### config.mk
export PLATFORM = sky130hd
export DESIGN_NAME = keypad_lock_ctl
export DESIGN_NICKNAME = d
export VERILOG_FILES = /design/src/rtl/keypad_lock_ctl.sv
export SDC_FILE = /design/constraint.sdc
export NUM_CORES = 1
export LEC_CHECK = 0
export ABC_AREA = 1
export CORE_MARGIN = 2
export CORE_UTILIZATION = 25
export CTS_CLUSTER_SIZE = 10
export DETAILED_ROUTE_END_ITERATION = 10
export DONT_BUFFER_PORTS = 1
export MAX_ROUTING_LAYER = met4
export PLACE_DENSITY = 0.41
export SLEW_MARGIN = 10
export SYNTH_ARGS = -nofsm -noshare
export SYNTH_HDL_FRONTEND = slang
export SYNTH_SLANG_ARGS = --single-unit
### constraint.sdc
create_clock -name clk -period 2.3 [get_ports clk]
set_clock_uncertainty 0.05 [all_clocks]
set_input_delay 0.69 -clock clk [delete_from_list [all_inputs] [get_ports clk]]
set_output_delay 0.69 -clock clk [all_outputs]
set_load 0.1 [all_outputs]
### src/rtl/keypad_lock_ctl.sv
// Passcode lock controller: turns debounced key events into a CODE_LEN-digit
// entry, checks it against LOCK_CODE, and manages open, fail counting,
// entry timeout and timed lockout. display_code feeds the 6-digit display mux
// (nibble 5 = leftmost, 4'hF = blank).
module keypad_lock_ctl #(
  parameter int          CODE_LEN       = 4,
  parameter logic [23:0] LOCK_CODE      = 24'h001234,
  parameter int          MAX_FAIL       = 3,
  parameter int          OPEN_CYCLES    = 1000,
  parameter int          LOCKOUT_CYCLES = 4000,
  parameter int          TIMEOUT_CYCLES = 2000,
  parameter int          TW             = 16
) (
  input  logic        clk,
  input  logic        rst,
  input  logic        press_valid,
  input  logic [3:0]  scan_code,
  output logic [23:0] display_code,
  output logic        unlocked,
  output logic        alarm,
  output logic [1:0]  fail_cnt,
  output logic [2:0]  digit_cnt
);

  typedef enum logic [2:0] {
    ST_IDLE,
    ST_ENTRY,
    ST_CHECK,
    ST_OPEN,
    ST_FAIL,
    ST_LOCKOUT
  } state_t;

  // Terminal timer values: a state lasting N cycles leaves when timer == N-1.
  localparam logic [TW-1:0] OPEN_LAST    = TW'(OPEN_CYCLES - 1);
  localparam logic [TW-1:0] LOCKOUT_LAST = TW'(LOCKOUT_CYCLES - 1);
  localparam logic [TW-1:0] TIMEOUT_LAST = TW'(TIMEOUT_CYCLES - 1);
  localparam logic [2:0]    CODE_LEN_V   = 3'(CODE_LEN);
  localparam logic [1:0]    MAX_FAIL_V   = 2'(MAX_FAIL);
  localparam logic [23:0]   BLANK_DISP   = 24'hFFFFFF;
  localparam logic [23:0]   OPEN_DISP    = 24'h888888;

  state_t        state_reg, state_next;
  logic [23:0]   display_reg, display_next;
  logic          unlocked_reg, unlocked_next;
  logic          alarm_reg, alarm_next;
  logic [1:0]    fail_cnt_reg, fail_cnt_next;
  logic [2:0]    digit_cnt_reg, digit_cnt_next;
  logic [TW-1:0] timer_reg, timer_next;
  logic          pv_q_reg;

  logic          key_event;
  logic [5:0]    nib_match;
  logic          code_match;
  logic [1:0]    fail_inc;

  // Rising edge of a qualified digit press; non-digit codes still update
  // pv_q_reg, so holding a bad key never re-arms a later edge.
  assign key_event = press_valid & ~pv_q_reg & (scan_code <= 4'd9);

  // Per-nibble compare of the entered digits; nibbles above CODE_LEN are
  // don't-care so shorter codes ignore the upper display positions.
  genvar gi;
  generate
    for (gi = 0; gi < 6; gi++) begin : g_cmp
      if (gi < CODE_LEN) begin : g_used
        assign nib_match[gi] = (display_reg[4*gi +: 4] == LOCK_CODE[4*gi +: 4]);
      end else begin : g_unused
        assign nib_match[gi] = 1'b1;
      end
    end
  endgenerate

  assign code_match = &nib_match;

  // Saturating increment so fail_cnt can never wrap past MAX_FAIL.
  assign fail_inc = (fail_cnt_reg >= MAX_FAIL_V) ? MAX_FAIL_V : fail_cnt_reg + 2'd1;

  // State and output registers; reset returns everything to the blank idle state.
  always_ff @(posedge clk) begin
    if (rst) begin
      state_reg     <= ST_IDLE;
      display_reg   <= BLANK_DISP;
      unlocked_reg  <= 1'b0;
      alarm_reg     <= 1'b0;
      fail_cnt_reg  <= 2'd0;
      digit_cnt_reg <= 3'd0;
      timer_reg     <= '0;
      pv_q_reg      <= 1'b0;
    end else begin
      state_reg     <= state_next;
      display_reg   <= display_next;
      unlocked_reg  <= unlocked_next;
      alarm_reg     <= alarm_next;
      fail_cnt_reg  <= fail_cnt_next;
      digit_cnt_reg <= digit_cnt_next;
      timer_reg     <= timer_next;
      pv_q_reg      <= press_valid;
    end
  end

  // Next-state and next-output logic for the lock sequence.
  always_comb begin
    state_next     = state_reg;
    display_next   = display_reg;
    fail_cnt_next  = fail_cnt_reg;
    digit_cnt_next = digit_cnt_reg;
    timer_next     = timer_reg;

    case (state_reg)
      ST_IDLE: begin
        if (key_event) begin
          display_next   = {BLANK_DISP[19:0], scan_code};
          digit_cnt_next = 3'd1;
          state_next     = (CODE_LEN_V == 3'd1) ? ST_CHECK : ST_ENTRY;
        end
      end

      ST_ENTRY: begin
        // A digit arriving on the expiry cycle takes priority over the timeout.
        if (key_event) begin
          display_next   = {display_reg[19:0], scan_code};
          digit_cnt_next = digit_cnt_reg + 3'd1;
          timer_next     = '0;
          if (digit_cnt_reg + 3'd1 == CODE_LEN_V) begin
            state_next = ST_CHECK;
          end
        end else if (timer_reg == TIMEOUT_LAST) begin
          state_next     = ST_IDLE;
          display_next   = BLANK_DISP;
          digit_cnt_next = 3'd0;
        end else begin
          timer_next = timer_reg + 1'b1;
        end
      end

      ST_CHECK: begin
        if (code_match) begin
          state_next    = ST_OPEN;
          fail_cnt_next = 2'd0;
          display_next  = OPEN_DISP;
        end else begin
          state_next = ST_FAIL;
        end
      end

      ST_OPEN: begin
        if (timer_reg == OPEN_LAST) begin
          state_next     = ST_IDLE;
          display_next   = BLANK_DISP;
          digit_cnt_next = 3'd0;
        end else begin
          timer_next = timer_reg + 1'b1;
        end
      end

      ST_FAIL: begin
        fail_cnt_next  = fail_inc;
        digit_cnt_next = 3'd0;
        if (fail_inc == MAX_FAIL_V) begin
          state_next   = ST_LOCKOUT;
          display_next = {20'hFFFFF, 2'b00, fail_inc};
        end else begin
          state_next   = ST_IDLE;
          display_next = BLANK_DISP;
        end
      end

      ST_LOCKOUT: begin
        if (timer_reg == LOCKOUT_LAST) begin
          state_next     = ST_IDLE;
          fail_cnt_next  = 2'd0;
          display_next   = BLANK_DISP;
          digit_cnt_next = 3'd0;
        end else begin
          timer_next = timer_reg + 1'b1;
        end
      end

      default: begin
        state_next     = ST_IDLE;
        display_next   = BLANK_DISP;
        digit_cnt_next = 3'd0;
      end
    endcase

    // Every state entry starts its timer from zero.
    if (state_next != state_reg) begin
      timer_next = '0;
    end
  end

  // unlocked/alarm follow the next state so they switch on the same edge as it.
  always_comb begin
    unlocked_next = (state_next == ST_OPEN);
    alarm_next    = (state_next == ST_LOCKOUT);
  end

  assign display_code = display_reg;
  assign unlocked     = unlocked_reg;
  assign alarm        = alarm_reg;
  assign fail_cnt     = fail_cnt_reg;
  assign digit_cnt    = digit_cnt_reg;

endmodule

**After elaboration in Yosys (flattened, before gate mapping)**

Index checks and enable logic that the tools add are counted.

- $add $sub $neg: 3
- $mul: 0
- Divide/modulo/power cells: 0
- Order comparisons: 2
- Equal/unequal tests: 25
- Shift operators: 0
- Mux-type cells: 32
- Bitwise logic cells: 4
- Reduce and logical (&&, ||, !) cells: 9

Operators with widths:

| cell | number |
|---|---|
| 24-bit 2-to-1 mux | 6 |
| 24-bit one-hot mux with 6 select lines | 1 |
| 16-bit 2-to-1 mux | 4 |
| 16-bit one-hot mux with 3 select lines | 1 |
| 3-bit 2-to-1 mux | 13 |
| 3-bit one-hot mux with 6 select lines | 1 |
| 16-bit by 1-bit adder with 16-bit output (second input constant) | 1 |
| 16-bit by 10-bit == test with 1-bit output (second input constant) | 1 |
| 16-bit by 11-bit == test with 1-bit output (second input constant) | 1 |
| 16-bit by 12-bit == test with 1-bit output (second input constant) | 1 |
| 3-bit one-hot mux with 5 select lines | 1 |
| 3-bit == test (second input constant) | 4 |
| 2-bit != test (second input constant) | 6 |
| 5-bit AND reduction | 2 |
| 3-bit by 2-bit == test with 1-bit output (second input constant) | 3 |
| 4-bit by 2-bit == test with 1-bit output (second input constant) | 2 |
| 4-bit AND reduction | 2 |
| 2-bit 2-to-1 mux | 3 |
| 3-bit != test (second input constant) | 2 |
| 2-bit one-hot mux with 3 select lines | 1 |
| 3-bit nonzero test | 2 |
| 4-bit by 1-bit == test with 1-bit output (second input constant) | 1 |
| 4-bit by 3-bit == test with 1-bit output (second input constant) | 1 |
| 4-bit <= comparator (second input constant) | 1 |
| 12 further kinds | 14 |

- Bits in registers: 51
- Bits in latches: 0
- Memory bits (writable): 0
- Bits in read-only memories: 0
- Output and inout bits: 31
- Memories kept: 0

**Depth between registers and ports, before layout**

Gate-level depths: netlist (run 1).

- Depth after elaboration: 7
- Gate-level depth with buffers: 15
- Depth with buffers taken out: 14

**Worst setup path after synthesis (run 1)**

OpenSTA, ideal clock, no wires.

- Path kind: register to register
- Start point: register digit_cnt_reg[0] (netlist: digit_cnt[0])
- End point: register timer_reg[13]
- Setup time: 120 ps
- Data arrival time: 2210 ps
- Required time: 2130 ps
- Path slack: -79 ps
- Cell stages (with the launch flop): 12
- Period minus slack after synthesis: 2379 ps
- Cells stage by stage: dfxtp_1 > ha_1 > xnor2_1 > nor2_1 > nand2_1 > nand3_1 > nand2_2 > nor3_1 > nor2_2 > nand2_4 > buf_12 > nor2_4

- Cells in the longest elaborated chain, start to end: 7

Ends and longest elaborated chain:

| element | line | RTL |
|---|---|---|
| start: declaration | 48 | `logic [2:0] digit_cnt_reg, digit_cnt_next;` |
| start signal: assignment | 96 | `digit_cnt_reg <= digit_cnt_next;` |
| 3-bit by 1-bit adder with 3-bit output | 125 | `if (digit_cnt_reg + 3'd1 == CODE_LEN_V) begin` |
| 3-bit == test | 125 |  |
| 3-bit 2-to-1 mux | 125 |  |
| 3-bit 2-to-1 mux | 121 | `if (key_event) begin` |
| 3-bit one-hot mux with 6 select lines | 110 | `case (state_reg)` |
| 3-bit != test | 188 | `if (state_next != state_reg) begin` |
| 2-bit OR reduction (no line) | n/a |  |
| end signal: assignment | 97 | `timer_reg <= timer_next;` |
| end: declaration | 49 | `logic [TW-1:0] timer_reg, timer_next;` |

No other way between the ends.
A chain may end at the register's enable or synchronous reset.

**Worst setup path after layout (run 1)**

- Start point: register timer_reg[0]
- End point: register timer_reg[6]

- Cells in the longest elaborated chain, start to end: 6
- Elaborated cells between the ends (all ways): 20
- Classes of those cells: 1 x add/sub; 7 x eq/ne; 10 x mux; 2 x reduce/logical

Ends and longest elaborated chain:

| element |
|---|
| parallel branches: the longest is 6 deep, another holds 16-bit by 1-bit adder with 16-bit output |

Several ways; the timed one is not identified. The select of a mux whose other input is x is not followed.

==> results.txt, run 1 <==
For this block, the initial DRC count from the detailed router was 200. In this run the register-to-register setup slack is 180 ps. The post-synthesis register bit count is 51. For the worst setup path, the data arrival time is 2300 ps. Walking the worst path, the cells encountered are ha_2 > nand2_1 > inv_2 > nand2_2 > nor2_4 > nand2_2 > a21oi_4 > nand2_2 > nor2_4 > nor2_1 > nor2_4 > nand2_8 > nor2_4.

STA puts the critical path data required time at 2480 ps. The placeable core region came out at 0.01206 mm^2. Counting both buffers and inverters, the worst setup path holds a total of 1. The number of buffers added to fix hold violations after cts is 0. The worst setup path is of the reg -> reg kind. The remaining number of nets flagged by the antenna check after routing is 0. The slew at the pin closest to its max-slew limit is 390.1 ps.

The area of placed instances came out at 0.003482 mm^2. Synthesis handed over a netlist of 473 instances. The maximum achievable frequency is 472.0 MHz. The number of detailed-routing iterations run before antenna repair is 4. The post-detailed-route wirelength per cell came out at 12.87 um. Clock latency on the worst-skew pair, taken at its later pin, is 290 ps.

The number of placed instances, taps included is 662. The endpoint identified for the worst register-to-register timing path is timer_reg[6]. The leakage component of the power is 1.577 nW. The register area share after synthesis came out at 32.94%. Tracing the worst setup path back leads to its startpoint at timer_reg[0]. The wire length of the first global-routing pass came out at 14.21 mm. The CTS buffer count is 5. TritonCTS built the clock tree. The hold violation total from the final report is 0. At the end of routability-driven placement, the weighted congestion stood at 0.8328. The number of max-slew violations in the final report came out at 0. The number of inserted diodes came out at 0.

Summed over its instances, the top area cell type makes up 32.94% of the synthesized netlist area. The critical path ends at timer_reg[6]. The fraction of the cycle the final worst path needs is 92.12%.

The number of global-route vias before repair is 2,691. In the final layout, the multi-input gates occupy 0.001733 mm^2. The depth of the worst register-to-register path is 13. The library cell used most frequently in the layout, excluding fill and tap cells, is sky130_fd_sc_hd__nand2_1. The cell that appears most often on the critical path is sky130_fd_sc_hd__nor2_4. The net total in the final layout came out at 514. The number of port buffers is 0.

By area the synthesized netlist is led by sky130_fd_sc_hd__dfxtp_1 (33%), sky130_fd_sc_hd__nand2_1 (13%), sky130_fd_sc_hd__o21ai_0 (7.9%), sky130_fd_sc_hd__inv_1 (7.1%), sky130_fd_sc_hd__a21oi_1 (6.3%). The worst slew slack as a fraction of its limit came out at 73.80%. The register with the most flip-flops in the layout has 24 of them.

Entering global routing, the biggest net connects 35 pins. Among cell families on the critical path, the largest total delay comes from simple AND/OR/NAND/NOR gates. The die boundary width is 115.3 um.

Across all setup checks in the final design, the least slack found is 181.3 ps. The area growth from synthesis to final layout came out at 19.98%. The worst register-to-register path begins at timer_reg[0]. The initial cell density of the core came out at 25.70%. The net count of the mapped netlist came out at 483.

The power density over cell area came out at 681.0 mW/mm^2. The max capacitance violation total came out at 0. After synthesis, the mean cell area works out to 6.552 um^2. STA classifies the critical path endpoint as a flip-flop. The worst setup path is launched from a flip-flop.

Yosys mapped the design onto 34 distinct sky130hd cell types. The largest stage delay on the critical path is 350 ps. From bottom edge to top edge, the die measures 115.3 um.

The peak supply drop is 322.0 uV. The synthesized design spends more area on one cell type than any other, namely sky130_fd_sc_hd__dfxtp_1. The cell area after layout came out at 0.003719 mm^2. The finished layout holds 673 standard cells, fillers aside. Clock-pin slew was measured on the worst setup and hold paths at 70 ps.

In this run the number of cells on the critical path is 13. The setup violation total in the final timing report is 0. Leaving out fill and tap cells, the most frequent cells in the layout are sky130_fd_sc_hd__nand2_1 (109), sky130_fd_sc_hd__inv_1 (59), sky130_fd_sc_hd__o21ai_0 (49), sky130_fd_sc_hd__nor2_1 (49), sky130_fd_sc_hd__dfxtp_1 (47). The clock tree buffer depth came out at 2. Counting I/O delays and the setup requirement, the final critical path takes 2119 ps. The flow ran to the end, and the final reports show no timing, DRC or antenna violations.

The floorplan row count came out at 40. Along the worst path, the maximum fanout reaches 8. The tree is rooted in a sky130_fd_sc_hd__clkbuf_16. The initial antenna violation count came out at 0.

The post-detailed-route via-to-cell ratio is 4.398. The tree built by TritonCTS fans out to 51 sinks. The summed negative setup slack over all endpoints is 0 ps. The number of top-level design ports came out at 38.

Cells with a size suffix above 1 make up 18.81% of the layout. Across all hold checks on the routed design, the worst slack comes to 403.9 ps. Detailed routing inserted a total of 2,960 vias. In this run the worst hold path is classified as reg -> reg. The synthesized netlist occupies a cell area of 0.003099 mm^2. The global-route usage over all layers is 14.05%.

Detailed placement finished with a half-perimeter wire length of 6.283 mm. For this run, design rule violations remaining after detail routing come to 0. The global-route congestion overflow total came out at 0. The pre-CTS setup slack came out at 61.98 ps. For this design, the slowest cell found on the critical path is sky130_fd_sc_hd__dfxtp_2. In this run the number of H-tree levels came out at 2. The total die area came out at 0.01330 mm^2. The number of warning messages in the yosys log came out at 0.

The count of filler cells inserted in the layout came out at 1,361. For this block, the routed nets add up to 8.660 mm of wire. Across the whole layout, storage elements account for 0.001026 mm^2.
[cell type report]
class	instances	area share, %
Clock buffer	7	4.105
Multi-Input combinational cell	335	46.60
Inverter	69	7.032
Timing Repair Buffer	42	8.816
Sequential cell	51	27.59
Clock inverter	1	0.2019
Tap cell	168	5.653
[kinds of logic (layout without fill, tap and decap cells)]
kind of cell             after synthesis  after routing  share of synthesized area (%)
XOR/XNOR                              10             10                          2.826
adder cells (fa/ha/maj)                3              3                          1.211
buffers and inverters                 88            119                          13.04
AND/OR/NAND/NOR                      227            228                          34.03
AO/OA/AOI/OAI                         94             94                          15.95
flip-flops                            51             51                          32.94
[synthesized netlist by cell type]
library cell and n:
sky130_fd_sc_hd__buf_1 2, sky130_fd_sc_hd__inv_1 59, sky130_fd_sc_hd__nor3_1 7, sky130_fd_sc_hd__xor2_1 9, sky130_fd_sc_hd__nand2_2 5, sky130_fd_sc_hd__nand2b_1 1, sky130_fd_sc_hd__buf_2 2, sky130_fd_sc_hd__o211ai_1 2
sky130_fd_sc_hd__o21bai_1 1, sky130_fd_sc_hd__buf_6 7, sky130_fd_sc_hd__dfxtp_1 51, sky130_fd_sc_hd__nand3_2 1, sky130_fd_sc_hd__nand2_1 111, sky130_fd_sc_hd__clkinv_1 1, sky130_fd_sc_hd__inv_4 1, sky130_fd_sc_hd__o21ai_0 49
sky130_fd_sc_hd__nor2_2 5, sky130_fd_sc_hd__inv_2 8, sky130_fd_sc_hd__a21oi_4 1, sky130_fd_sc_hd__nand3b_1 3, sky130_fd_sc_hd__xnor2_1 1, sky130_fd_sc_hd__nand3_1 24, sky130_fd_sc_hd__ha_1 3, sky130_fd_sc_hd__o22ai_1 1
sky130_fd_sc_hd__nand2_4 1, sky130_fd_sc_hd__nor3_2 1, sky130_fd_sc_hd__or2_2 1, sky130_fd_sc_hd__nor2_1 50, sky130_fd_sc_hd__a221oi_1 1, sky130_fd_sc_hd__nor2_4 12, sky130_fd_sc_hd__a21oi_1 39, sky130_fd_sc_hd__nand4_1 5
sky130_fd_sc_hd__clkbuf_1 7, sky130_fd_sc_hd__buf_12 1
[through the flow]
| step | utilization (%) | power, mW |
|---|---|---|
| after floorplan | - | 1.608 |
| after global placement | 28.87 | 1.732 |
| after detailed placement | 28.87 | 1.736 |
| after CTS | 30.20 | 2.553 |
| after global routing | 30.83 | 2.663 |
| final | 30.83 | 2.532 |
[where the power goes]
part	switching [mW]	internal, mW	total, mW	leakage, nW
clock network	0.336	0.463	0.799	0.0761
logic	0.602	0.159	0.760	1.08
registers	0.0341	0.939	0.973	0.419
[worst min-delay path, cell delays in order, from the launching register on]
cell and delay [ps]:
sky130_fd_sc_hd__dfxtp_1 330, sky130_fd_sc_hd__a21oi_1 60, sky130_fd_sc_hd__nand2_1 40
[worst min-delay path by stage]
stage / end / depth (start not counted) / start
6_report: display_code[23] / 2 / display_code[23]
3_5_place_dp: display_code[23] / 2 / display_code[23]
3_3_place_gp: display_code[22] / 2 / display_code[22]
2_1_floorplan: timer_reg[15] / 2 / timer_reg[15]
4_1_cts: digit_cnt[1] / 1 / rst
5_1_grt: digit_cnt[0] / 1 / rst
[what timing repair did]
action | in CTS | in global routing
buffers inserted | 0 | 2
endpoints found under the setup margin | 0 | 28
endpoints found under the hold margin | 0 | 0
resized for setup | 0 | 12
[per-layer routing]
layer  part of all wire [%]  track usage (%)  wire [um]  up-vias
li1                       -                -          -     1558
met5                      0                -          0        -
met2                     44            20.43       3835       50
met4                   0.66            4.418         57        0
met3                    3.3            2.109        288        2
met1                     52            19.94       4479     1350
No activity file was read; power rests on OpenSTA's default activity.
==> run 2, diff against run 1 <==
--- a/config.mk
+++ b/config.mk
@@ -6,13 +6,15 @@
 export NUM_CORES = 1
 export LEC_CHECK = 0
 export ABC_AREA = 1
+export CELL_PAD_IN_SITES_DETAIL_PLACEMENT = 2
+export CELL_PAD_IN_SITES_GLOBAL_PLACEMENT = 2
 export CORE_MARGIN = 2
-export CORE_UTILIZATION = 25
+export CORE_UTILIZATION = 35
 export CTS_CLUSTER_SIZE = 10
 export DETAILED_ROUTE_END_ITERATION = 10
 export DONT_BUFFER_PORTS = 1
 export MAX_ROUTING_LAYER = met4
-export PLACE_DENSITY = 0.41
+export PLACE_DENSITY = 0.83
 export SLEW_MARGIN = 10
 export SYNTH_ARGS = -nofsm -noshare
 export SYNTH_HDL_FRONTEND = slang
==> run 2 against run 1 <==
  * Design area shrank 2.5%
  * Register-to-register slack lost 110 ps
  * Via count grew 12%
  * Critical path depth is the same
  * Routed wire length grew 42%
  * Sequential share of layout area grew 0.83 points
  * Sequential cell count is the same
  * First-iteration DRC count shrank 58%
  * Die area shrank 28%
  * Clock-buffer cell count shrank 2
==> results.txt, run 2 (synthesized netlist as in run 1, its figures left out) <==
Status: complete, no violations (unchanged). The post-detailed-route wirelength per cell came out at 19.94 um (was 12.87 um). The die boundary width was 98.10 um (was 115.3 um).

The initial antenna violation count came to 0 (unchanged). The total die area is 0.009624 mm^2 (was 0.01330 mm^2). The initial cell density of the core is 35.89% (was 25.70%). The worst slew slack as a fraction of its limit came out at 64.85% (was 73.80%). The largest fanout on the critical path is 8 (unchanged). The global-route congestion overflow total came to 0 (unchanged). The number of clock sinks came out at 51 (unchanged).

The launch point of the worst reg-to-reg path is timer_reg[8] (was timer_reg[0]). The area growth from synthesis to final layout came out at 17.04% (was 19.98%). The remaining number of nets flagged by the antenna check after routing is 0 (unchanged). The number of flip-flops in the largest register came out at 24 (unchanged). The power density over cell area came out at 654.0 mW/mm^2 (was 681.0 mW/mm^2).

The leading cell type in the layout, fill and taps excluded is sky130_fd_sc_hd__nand2_1 (unchanged). The TritonCTS clock tree is built (unchanged). The number of inserted diodes came out at 0 (unchanged). The required time of the worst setup path was 2500 ps (was 2480 ps). The number of global-route vias before repair came to 3,605 (was 2,691).

Most frequent cells in the layout: sky130_fd_sc_hd__nand2_1 (110), sky130_fd_sc_hd__inv_1 (59), sky130_fd_sc_hd__o21ai_0 (49), sky130_fd_sc_hd__nor2_1 (49), sky130_fd_sc_hd__dfxtp_1 (45) (was sky130_fd_sc_hd__nand2_1 (109), sky130_fd_sc_hd__inv_1 (59), sky130_fd_sc_hd__o21ai_0 (49), sky130_fd_sc_hd__nor2_1 (49), sky130_fd_sc_hd__dfxtp_1 (47)). The kind of capture point of the worst setup path is a flip-flop (unchanged). The CTS buffer count is 5 (unchanged). The maximum achievable frequency came out at 448.5 MHz (was 472.0 MHz). The iteration-0 DRC count of the detailed router is 84 (was 200).

The worst hold slack across all endpoints came out at 373.9 ps (was 403.9 ps). The number of top-level design ports was 38 (unchanged). The post-layout worst setup margin is 70.49 ps (was 181.3 ps). The clock tree root buffer cell is sky130_fd_sc_hd__clkbuf_8 (was sky130_fd_sc_hd__clkbuf_16).

The estimated wirelength of the detail-placed design is 7.961 mm (was 6.283 mm). The slowest stage cell on the critical path was sky130_fd_sc_hd__dfxtp_1 (was sky130_fd_sc_hd__dfxtp_2). The hold path startpoint was rst (was display_code[23]).

Worst path cell trace: nand2_1 > inv_2 > nand2_1 > nor2_2 > nand2_1 > nand2_2 > nand3_1 > nor2_2 > nor2_1 > nor2_4 > buf_12 > nand2_8 > nor2_1 (was ha_2 > nand2_1 > inv_2 > nand2_2 > nor2_4 > nand2_2 > a21oi_4 > nand2_2 > nor2_4 > nor2_1 > nor2_4 > nand2_8 > nor2_4). The cell repeated most along the worst path is sky130_fd_sc_hd__nand2_1 (was sky130_fd_sc_hd__nor2_4). The fraction of the cycle the final worst path needs is 96.94% (was 92.12%). The floorplan row count came out at 34 (was 40).

The pre-CTS setup slack is -4.876 ps (was 61.98 ps). The number of port buffers is 0 (unchanged). The final critical delay including setup and external delays is 2230 ps (was 2119 ps).

The class of the most critical hold timing path is in -> reg (was reg -> reg). The largest stage delay on the critical path came out at 460 ps (was 350 ps). The floorplan die height is 98.10 um (was 115.3 um). The nature of the critical path startpoint was a flip-flop (unchanged). The total detailed-routing wirelength is 12.28 mm (was 8.660 mm). The overall power consumption is 2.372 mW (was 2.532 mW). The hold violation total from the final report is 0 (unchanged). The clock tree buffer depth is 2 (unchanged). The post-detailed-route via-to-cell ratio was 5.364 (was 4.398). The global-route usage over all layers is 25.22% (was 14.05%). The number of H-tree branching levels is 2 (unchanged). The net total in the final layout is 517 (was 514). The placeable core region is 0.008636 mm^2 (was 0.01206 mm^2). The clock-pin slew of the registers on the worst-case setup and hold paths came out at 110 ps (was 70 ps). The max capacitance violation total was 0 (unchanged). The final weighted congestion in routability-driven placement came to 0.8525 (was 0.8328). The slew at the pin closest to its max-slew limit came to 523.2 ps (was 390.1 ps). The first element of the critical path is timer_reg[8] (was timer_reg[0]).

The startpoint-to-endpoint class of the critical path is reg -> reg (unchanged). The leakage component of the power came out at 1.571 nW (was 1.577 nW). The clock latency at the later pin of the worst-skew pair came to 320 ps (was 290 ps).

The number of buffers added to fix hold violations after cts is 0 (unchanged). The detailed-route via count came out at 3,304 (was 2,960). The peak supply drop came out at 331.8 uV (was 322.0 uV). The number of DRC violations after detailed routing came out at 0 (unchanged). The wire length of the first global-routing pass is 19.11 mm (was 14.21 mm). The number of max-slew violations in the final report is 0 (unchanged). The setup violation total in the final timing report came out at 0 (unchanged). The share of final-layout standard cells stronger than drive strength 1 is 20.28% (was 18.81%). The arrival time at the worst endpoint came to 2420 ps (was 2300 ps). The number of detailed-routing iterations run before antenna repair came to 4 (unchanged). The critical path's top delay family is simple AND/OR/NAND/NOR gates (unchanged). The maximum number of pins on one net before global-route repair is 35 (unchanged). The worst path buffer plus inverter count came to 2 (was 1).
## run 2: layer usage
layer,GRT usage (%),wire (um),share of wire [%],up-vias
met4,6.838,276,2.2,0
met5,-,0,0,-
met2,44.94,6480,53,67
met1,29.73,5198,42,1653
li1,-,-,-,1560
met3,3.436,326,2.7,24
## run 2: timing repair
item | CTS | global route
buffers inserted | 1 | 1
endpoints found under the setup margin | 19 | 40
cloned | 1 | 0
pin swaps | 1 | 3
resized for setup | 7 | 11
## run 2: area by class of cell
| type | count | area, um^2 |
|---|---|---|
| Inverter | 69 | 261.5 |
| Multi-Input combinational cell | 335 | 1753 |
| Clock inverter | 3 | 27.53 |
| Clock buffer | 5 | 68.82 |
| Sequential cell | 51 | 1031 |
| Tap cell | 108 | 135.1 |
| Timing Repair Buffer | 45 | 350.3 |
| Fill cell | 1064 | 5009 |
## run 2: path summary, 6_finish.rpt
check                           to  slack, ps  depth (start not counted)
setup / recovery      timer_reg[4]         70                         13
hold / removal        digit_cnt[0]        370                          1
setup reg to reg      timer_reg[4]         70                         13
hold reg to reg   display_code[20]        430                          2
## run 2: per-stage QoR
stage,setup TNS (ps),instance area (um^2),utilization (%),std cells
after floorplan,0,3102,-,473
after global placement,0,3417,39.57,605
after detailed placement,-4.876,3417,39.57,605
after CTS,0,3582,41.48,615
after global routing,-562.7,3627,42.00,616
final,0,3627,42.00,616
## run 2: where the power goes
part           switching, mW  internal [mW]  total, mW
combinational          0.643          0.170      0.813
sequential            0.0370          0.938      0.975
clock                  0.359          0.225      0.584
==> run 3, diff against run 2 <==
--- a/config.mk
+++ b/config.mk
@@ -6,6 +6,7 @@
 export NUM_CORES = 1
 export LEC_CHECK = 0
 export ABC_AREA = 1
+export CAP_MARGIN = 30
 export CELL_PAD_IN_SITES_DETAIL_PLACEMENT = 2
 export CELL_PAD_IN_SITES_GLOBAL_PLACEMENT = 2
 export CORE_MARGIN = 2
@@ -14,7 +15,7 @@
 export DETAILED_ROUTE_END_ITERATION = 10
 export DONT_BUFFER_PORTS = 1
 export MAX_ROUTING_LAYER = met4
-export PLACE_DENSITY = 0.83
+export PLACE_DENSITY = 0.8
 export SLEW_MARGIN = 10
 export SYNTH_ARGS = -nofsm -noshare
 export SYNTH_HDL_FRONTEND = slang
==> run 3 against run 2 <==
  * Register-to-register slack better by 50 ps
  * Design area increased by 0.72%
  * Global-route usage down 0.95 points
  * Critical path type unchanged
  * Clock-buffer cell count unchanged
  * Combinational power shrank 0.7%
  * Maximum frequency rose by 2.2%
  * Critical path depth up 1
  * Power down 0.31%
  * Sequential power barely moved
  * Largest cell class unchanged
==> results.txt, run 3 (synthesized netlist as in run 1, its figures left out) <==
Status: complete, no violations (unchanged). The number of clock sinks is 51 (unchanged). The post-detailed-route via-to-cell ratio came out at 5.276 (was 5.364). The setup violation total in the final timing report came out at 0 (unchanged).

The initial cell density of the core is 35.89% (unchanged). The nature of the critical path startpoint is a flip-flop (unchanged). The number of detailed-routing iterations run before antenna repair is 4 (unchanged).

The arrival time at the worst endpoint is 2390 ps (was 2420 ps). The estimated wirelength of the detail-placed design is 7.721 mm (was 7.961 mm). The worst slew slack as a fraction of its limit is 72.03% (was 64.85%).

The hold violation total from the final report came out at 0 (unchanged). The summed negative setup slack over all endpoints came to 0 ps (unchanged). Most frequent cells in the layout: sky130_fd_sc_hd__nand2_1 (109), sky130_fd_sc_hd__inv_1 (59), sky130_fd_sc_hd__nor2_1 (49) (was sky130_fd_sc_hd__nand2_1 (110), sky130_fd_sc_hd__inv_1 (59), sky130_fd_sc_hd__o21ai_0 (49), sky130_fd_sc_hd__nor2_1 (49), sky130_fd_sc_hd__dfxtp_1 (45)).

The number of top-level design ports came out at 38 (unchanged). The number of port buffers came out at 0 (unchanged). The number of placed instances, taps included came out at 605 (unchanged).

The kind of capture point of the worst setup path is a flip-flop (unchanged). The CTS buffer count came out at 5 (unchanged). The clock tree buffer depth is 2 (unchanged).

The first element of the critical path is timer_reg[0] (was timer_reg[8]). The remaining number of nets flagged by the antenna check after routing is 0 (unchanged). The placeable core region came out at 0.008636 mm^2 (unchanged). The leading cell type in the layout, fill and taps excluded is sky130_fd_sc_hd__nand2_1 (unchanged). The area of placed instances is 0.003417 mm^2 (unchanged). The number of DRC violations after detailed routing came out at 0 (unchanged). The slew at the pin closest to its max-slew limit was 416.4 ps (was 523.2 ps). The global-route congestion overflow total is 0 (unchanged). The post-detailed-route wirelength per cell came out at 18.54 um (was 19.94 um). The cell area after layout came out at 0.003654 mm^2 (was 0.003627 mm^2). The maximum achievable frequency came out at 458.2 MHz (was 448.5 MHz).

The iteration-0 DRC count of the detailed router came to 89 (was 84). The clock-pin slew of the registers on the worst-case setup and hold paths is 120 ps (was 110 ps). The required time of the worst setup path came to 2510 ps (was 2500 ps). The overall power consumption is 2.365 mW (was 2.372 mW). The net total in the final layout came to 518 (was 517).

The peak supply drop is 255.0 uV (was 331.8 uV). The wire length of the first global-routing pass is 18.43 mm (was 19.11 mm). The share of final-layout standard cells stronger than drive strength 1 came out at 20.83% (was 20.28%).

The launch point of the worst reg-to-reg path is timer_reg[0] (was timer_reg[8]). The initial antenna violation count came to 0 (unchanged). The number of H-tree branching levels is 2 (unchanged). The maximum number of pins on one net before global-route repair is 35 (unchanged).

The startpoint-to-endpoint class of the critical path is reg -> reg (unchanged). The power density over cell area is 647.3 mW/mm^2 (was 654.0 mW/mm^2). The floorplan row count came out at 34 (unchanged).

The area used by multi-input combinational logic came out at 0.001760 mm^2 (was 0.001753 mm^2). The max capacitance violation total came out at 0 (unchanged). The fraction of the cycle the final worst path needs was 94.89% (was 96.94%). The final core utilization is 42.31% (was 42.00%). The clock latency at the later pin of the worst-skew pair is 330 ps (was 320 ps). The final critical delay including setup and external delays came out at 2183 ps (was 2230 ps). The total detailed-routing wirelength came out at 11.44 mm (was 12.28 mm). The sequential cell area came to 0.001032 mm^2 (was 0.001031 mm^2). The final weighted congestion in routability-driven placement is 0.8502 (was 0.8525).

The number of global-route vias before repair came out at 3,633 (was 3,605). The number of flip-flops in the largest register is 24 (unchanged). The number of non-filler instances in the completed layout is 617 (was 616).

The hold path startpoint is rst (unchanged). The number of inserted diodes is 0 (unchanged). The class of the most critical hold timing path is in -> reg (unchanged). The die boundary width came out at 98.10 um (unchanged). The total die area is 0.009624 mm^2 (unchanged). The global-route usage over all layers came out at 24.27% (was 25.22%). The area growth from synthesis to final layout is 17.88% (was 17.04%). The number of buffers added to fix hold violations after cts came to 0 (unchanged). The leakage component of the power came out at 1.580 nW (was 1.571 nW). The TritonCTS clock tree is built (unchanged). The clock tree root buffer cell is sky130_fd_sc_hd__clkbuf_8 (unchanged). The largest fanout on the critical path was 8 (unchanged).

The count of filler cells inserted in the layout came to 1,071 (was 1,064). The number of max-slew violations in the final report is 0 (unchanged). The floorplan die height was 98.10 um (unchanged).

The detailed-route via count came out at 3,255 (was 3,304).
==> run 3: cell count changes in the layout (fill, tap and decap cells not counted), sizes merged <==
| cell | delta |
|---|---|
| buf | +1 |
| clkinv | -1 |
| inv | +1 |
==> run 3: cell type report <==
type | count | area share [%]
Multi-Input combinational cell | 335 | 48.19
Sequential cell | 51 | 28.25
Timing Repair Buffer | 46 | 10.14
Inverter | 69 | 7.158
Tap cell | 108 | 3.699
Clock buffer | 5 | 1.884
Clock inverter | 3 | 0.6849
==> run 3: repair_timing <==
item                                    in CTS  in global routing
pin swaps                                    2                  2
endpoints found under the setup margin      17                 40
buffers inserted                             1                  2
gates resized for setup                      7                 15
gates cloned                                 1                  0
==> run 3: worst max-delay path: stages, from the launching register on <==
cell                      delay (ps)
sky130_fd_sc_hd__dfxtp_4         400
sky130_fd_sc_hd__ha_4            160
sky130_fd_sc_hd__nand2_1          70
sky130_fd_sc_hd__inv_2           110
sky130_fd_sc_hd__nand2_2          90
sky130_fd_sc_hd__nor2_4          110
sky130_fd_sc_hd__nand2_2          90
sky130_fd_sc_hd__a21oi_4         210
sky130_fd_sc_hd__nand2_2         110
sky130_fd_sc_hd__nor2_2          120
sky130_fd_sc_hd__nor2_1           80
sky130_fd_sc_hd__nor2_4          160
sky130_fd_sc_hd__buf_12          130
sky130_fd_sc_hd__nand2_8         110
sky130_fd_sc_hd__nor2_4          110
==> run 3: layer usage <==
metal / global-route usage, % / wire [um] / vias up
met3: 3.221 / 366 / 14
met5: - / 0 / -
met1: 29.60 / 5184 / 1634
met2: 42.99 / 5740 / 53
li1: - / - / 1554
met4: 4.808 / 145 / 0
==> run 3: worst paths after layout <==
path / to / slack [ps] / depth (start not counted)
min: digit_cnt[1] / 360 / 1
min reg2reg: display_code[20] / 420 / 2
max reg2reg: timer_reg[6] / 120 / 14
max: timer_reg[6] / 120 / 14
==> run 3: power breakdown <==
group | internal (mW) | switching, mW
Combinational | 0.179 | 0.628
Sequential | 0.938 | 0.0377
Clock | 0.223 | 0.359
Total | 1.34 | 1.02
==> run 3: metrics by stage <==
stage	setup WS (ps)	hold slack [ps]
after floorplan	66.63	464.8
after global placement	90.83	391.1
after detailed placement	-13.06	402.9
after CTS	50.03	360.8
after global routing	-35.34	354.6
final	117.5	359.4
